$ cat src/rtl/gf128_mult_serial.sv
// rtl/gf128_mult_serial.sv - digit-serial GF(2^128) multiplier with GHASH chaining
//
// Computes z = m * y in GF(2^128) using the GCM field polynomial and GCM bit
// ordering. Port bit 127 holds the coefficient of alpha^0. Each BUSY cycle
// consumes DIGIT_W bits of y. The multiplicand m is x, or x ^ acc when chain=1.
// acc is loaded with the last result on every output handshake.
//
// Ports:
//   clk        rising-edge clock
//   rst_n      asynchronous active-low reset
//   in_valid   operand set valid
//   in_ready   block idle and able to accept operands
//   x          multiplicand
//   y          multiplier (hash key H for GHASH)
//   chain      use x ^ acc as the multiplicand (qualified by in_valid)
//   out_valid  result valid
//   out_ready  consumer accepts result
//   z          product, held from the last completed operation
module gf128_mult_serial #(
    parameter int DIGIT_W = 8
) (
    input  logic         clk,
    input  logic         rst_n,
    input  logic         in_valid,
    output logic         in_ready,
    input  logic [127:0] x,
    input  logic [127:0] y,
    input  logic         chain,
    output logic         out_valid,
    input  logic         out_ready,
    output logic [127:0] z
);

    localparam int ITER  = 128 / DIGIT_W;
    localparam int CNT_W = (ITER > 1) ? $clog2(ITER) : 1;
    localparam logic [127:0] R_POLY = {8'hE1, 120'h0};

    generate
        if (!(DIGIT_W == 1  || DIGIT_W == 2  || DIGIT_W == 4  || DIGIT_W == 8 ||
              DIGIT_W == 16 || DIGIT_W == 32 || DIGIT_W == 64 || DIGIT_W == 128)) begin : g_bad_digit
            $fatal(1, "gf128_mult_serial: DIGIT_W must be a power of two from 1 to 128");
        end
    endgenerate

    typedef enum logic [1:0] {
        IDLE = 2'd0,
        BUSY = 2'd1,
        DONE = 2'd2
    } state_t;

    state_t state, state_nxt;

    // Held low through reset and set on the first edge after release, so
    // in_ready stays low while rst_n is asserted even though state is IDLE.
    logic started;

    logic [127:0] acc;
    logic [127:0] v;
    logic [127:0] ysh;
    logic [127:0] zacc;
    logic [127:0] z_r;
    logic [CNT_W-1:0] cnt;

    logic [127:0] v_step;
    logic [127:0] ysh_step;
    logic [127:0] zacc_step;
    logic         last;

    // Multiplication by alpha: shift toward higher powers, fold alpha^128 back.
    function automatic logic [127:0] reduce(input logic [127:0] a);
        reduce = (a >> 1) ^ (a[0] ? R_POLY : 128'h0);
    endfunction

    // One BUSY cycle: DIGIT_W unrolled shift-and-add steps. ysh is walked one
    // bit at a time so the top bit is always the next multiplier bit.
    always_comb begin
        v_step    = v;
        ysh_step  = ysh;
        zacc_step = zacc;
        for (int k = 0; k < DIGIT_W; k++) begin
            if (ysh_step[127]) begin
                zacc_step = zacc_step ^ v_step;
            end
            v_step   = reduce(v_step);
            ysh_step = {ysh_step[126:0], 1'b0};
        end
    end

    assign last = (cnt == CNT_W'(ITER - 1));

    always_comb begin
        state_nxt = state;
        in_ready  = started && (state == IDLE);
        out_valid = (state == DONE);
        case (state)
            IDLE: if (in_valid && in_ready) state_nxt = BUSY;
            BUSY: if (last) state_nxt = DONE;
            DONE: if (out_ready) state_nxt = IDLE;
            default: state_nxt = IDLE;
        endcase
    end

    always_ff @(posedge clk or negedge rst_n) begin
        if (!rst_n) begin
            state   <= IDLE;
            started <= 1'b0;
        end else begin
            state   <= state_nxt;
            started <= 1'b1;
        end
    end

    always_ff @(posedge clk or negedge rst_n) begin
        if (!rst_n) begin
            acc  <= 128'h0;
            v    <= 128'h0;
            ysh  <= 128'h0;
            zacc <= 128'h0;
            z_r  <= 128'h0;
            cnt  <= '0;
        end else begin
            case (state)
                IDLE: begin
                    if (in_valid && in_ready) begin
                        v    <= chain ? (x ^ acc) : x;
                        ysh  <= y;
                        zacc <= 128'h0;
                        cnt  <= '0;
                    end
                end
                BUSY: begin
                    v    <= v_step;
                    ysh  <= ysh_step;
                    zacc <= zacc_step;
                    cnt  <= cnt + 1'b1;
                    if (last) begin
                        z_r <= zacc_step;
                    end
                end
                DONE: begin
                    if (out_ready) begin
                        acc <= z_r;
                    end
                end
                default: ;
            endcase
        end
    end

    assign z = z_r;

endmodule

$ cat config.mk
export PLATFORM = sky130hd
export DESIGN_NAME = gf128_mult_serial
export DESIGN_NICKNAME = d
export VERILOG_FILES = /design/src/rtl/gf128_mult_serial.sv
export SDC_FILE = /design/constraint.sdc
export NUM_CORES = 2
export LEC_CHECK = 0
export CAP_MARGIN = 20
export CORE_MARGIN = 4
export CORE_UTILIZATION = 50
export DETAILED_ROUTE_END_ITERATION = 8
export GPL_TIMING_DRIVEN = 0
export PLACE_DENSITY_LB_ADDON = 0.2
export SYNTH_ARGS = -nofsm -noshare
export SYNTH_HDL_FRONTEND = slang
export SYNTH_SLANG_ARGS = --single-unit
export TNS_END_PERCENT = 20
$ cat constraint.sdc
create_clock -name clk -period 1.9 [get_ports clk]
set_input_delay 0.38 -clock clk [delete_from_list [all_inputs] [get_ports clk]]
set_output_delay 0.38 -clock clk [all_outputs]
set_load 0.02 [all_outputs]
==> impl_metrics.env <==
export IMPL_status="finished with violations"
export IMPL_violations="setup timing"
export IMPL_synth_avg_cell_area_um2=8.70
export IMPL_cts_tree="yes"
export IMPL_ys_ff_latch=647
export IMPL_finClkSkew_ns=0.0236
export IMPL_wirelength_um=136000
export IMPL_max_slew_margin_rel_pct=40.8
export IMPL_grt_pass1_wl_um=206000
export IMPL_slew_violations=0
export IMPL_hold_path_class="in -> reg"
export IMPL_die_y_um=294
export IMPL_crit_type="reg -> reg"
export IMPL_ios=391
export IMPL_synth_nets=4975
export IMPL_clk_latency_ns=0.65
export IMPL_num_rows=104
export IMPL_min_period_over_period_pct=114
export IMPL_io_buffers=389
export IMPL_cp_arrival_ns=2.71
export IMPL_layout_drive_gt1_share_pct=16.6
export IMPL_synthTopCellsByArea="dfrtp_1, xnor2_1, nand2_1, xor2_1, mux2_2"
export IMPL_worst_slew_pin_slew_ns=0.889
export IMPL_synth_edff_count=0
export IMPL_async_flop_share_pct=100
export IMPL_final_setup_viol_count=385
export IMPL_seq_area_frac_synth_pct=39.5
export IMPL_max_freq_mhz=462
export IMPL_start_util_pct=50.7
export IMPL_syn_cell_area_um2=41000
export IMPL_drt_iter0_drc=2853
export IMPL_post_route_min_period_ns=2.17
export IMPL_startpoint_type="register"
export IMPL_dp_hpwl_um=94600
export IMPL_synth_top_cell_area_share_pct=39.5
export IMPL_overflow=0
export IMPL_final_net_count=5435
export IMPL_core_um2=80900
export IMPL_clkTransAtPathRegs_ns=0.06
export IMPL_wl_per_cell_um=21.6
export IMPL_clockBufferDepth=3
export IMPL_timing_setup_tns_ns=-42.48
export IMPL_worstPathRequired_ns=2.44
export IMPL_cts_max_level=3
export IMPL_worst_slack_ns=-0.267
export IMPL_die_x_um=294
export IMPL_grt_max_degree=118
export IMPL_drv_cap=0
export IMPL_ys_warn_count=0
export IMPL_track_usage_pct=30.3
export IMPL_grt_pass1_vias=34671
export IMPL_num_vias=35168
export IMPL_viasPerCell=5.58
export IMPL_ys_types=45
export IMPL_antenna_left=0
export IMPL_final_common_cell="nand2_1"
export IMPL_drcViolationCount=0
export IMPL_fp_dieArea_um2=86700
export IMPL_ys_flop_type="dfrtp_1"
export IMPL_first_pass_iters=6
export IMPL_synth_largest_area_cell="dfrtp_1"
export IMPL_area_delta_synth_final_pct=26.6
export IMPL_gp_congestion=0.930
export IMPL_end_kind="register"
export IMPL_cts_buffers=74
export IMPL_cts_sinks=647
export IMPL_antenna_found_initial=9
export IMPL_final_cell_mix="nand2_1, xnor2_1, dfrtp_1, xor2_1, clkdlybuf4s50_1"
export IMPL_rsz0062_at_grt="yes"
export IMPL_critPathMaxFanout=7
export IMPL_root_buffer="clkbuf_16"
export IMPL_synthCells=4713
export IMPL_worst_r2r_setup_slack_ns=-0.27
export IMPL_hold_slack_ns=0.288
export IMPL_hold_violations=0
[worst paths after layout]
path | depth (start not counted) | start | end
worst max-delay path | 7 | v[0] | z[123]
worst max register to register | 7 | v[0] | z[123]
worst min register to register | 2 | zacc[121] | zacc[121]
min in group asynchronous | 3 | rst_n | acc[30]
max in group asynchronous | 5 | rst_n | state[0]
worst min-delay path | 3 | y[10] | ysh[10]
[through the flow]
stage | worst slack (ns) | util, % | cells | area (µm²)
finish | -0.267 | 64.1 | 6298 | 51900
global route | -0.316 | 64.1 | 6296 | 51900
CTS | -0.271 | 62.1 | 6309 | 50200
detailed placement | -1.69 | 57.5 | 6172 | 46500
global placement | -29.27 | 57.2 | 6162 | 46300
floorplan | -0.0195 | - | 4713 | 41100
[layout make-up]
cell class,count,area (µm²)
antenna,7,17.5
buffer,368,2630
clock buffer,90,2020
clock inverter,44,673
fill,6625,29000
inverter,4,15.0
multi-input combinational,3639,24300
sequential,647,16200
tap,1060,1330
timing repair buffer,439,4700
[layer usage]
metal | part of all wire [%] | wire [µm] | GRT usage (%) | up-vias
met5 | 0.0095 | 13 | 0 | -
met4 | 4.8 | 6550 | 13.4 | 2
met3 | 7.7 | 10500 | 4.50 | 333
met2 | 46 | 62900 | 48.1 | 1612
met1 | 41 | 56100 | 41.5 | 17200
li1 | - | - | - | 16021
[state kept, by name (all words and copies together), names as in the netlist]
signal   flops
started      1
ysh        128
state        2
v          128
zacc       128
cnt          4
z          128
acc        128
[kinds of logic after synthesis]
kind of cell / synth area share, %
DFF: 39.5
and+or+nand+nor: 15.4
other: 0.00914
AOI/OAI and AO/OA: 8.66
adders and majority gates: 0.0305
xor gates and xnor gates: 25.3
muxes: 6.93
buffers and inverters: 4.18
[critical path, stage by stage, from the launching register on]
cell	delay, ns
dfrtp_2	0.45
buf_12	0.17
xnor2_4	0.25
xnor2_4	0.20
a21oi_1	0.13
a211oi_2	0.21
xnor3_2	0.35
mux2_2	0.29
[cell usage after synthesis (2+ instances only)]
| library cell | count |
|---|---|
| nand2_1 | 1450 |
| and3b_1 | 2 |
| xnor2_1 | 768 |
| xnor2_2 | 2 |
| a22o_1 | 133 |
| xor2_1 | 383 |
| a31oi_1 | 119 |
| a211oi_1 | 2 |
| o22a_1 | 2 |
| xnor3_1 | 7 |
| buf_6 | 2 |
| mux2_2 | 251 |
| o211ai_1 | 4 |
| and2_1 | 2 |
| a32oi_1 | 2 |
| a22oi_1 | 2 |
| o22ai_1 | 69 |
| a221o_1 | 3 |
| nand2b_1 | 2 |
| buf_1 | 38 |
| buf_2 | 70 |
| nor2b_1 | 4 |
| buf_4 | 2 |
| inv_1 | 4 |
| and3_1 | 2 |
| dfrtp_1 | 647 |
| nor2_1 | 195 |
| a21oi_1 | 135 |
| nor3_1 | 3 |
| o21ai_0 | 76 |
| nand3_1 | 4 |
| clkbuf_1 | 311 |
| or2_2 | 3 |
| nor4_1 | 3 |
[repair_timing]
action	CTS	global route
buffers inserted	9	15
hold buffers	2	0
gates cloned	0	14
gates resized for setup	374	394
setup endpoints to repair	776	741
endpoints found under the hold margin	36	0
pin swaps	40	141
Power is not shown: default switching activity piles up to over one toggle a cycle in this logic, so the estimate is an artifact.
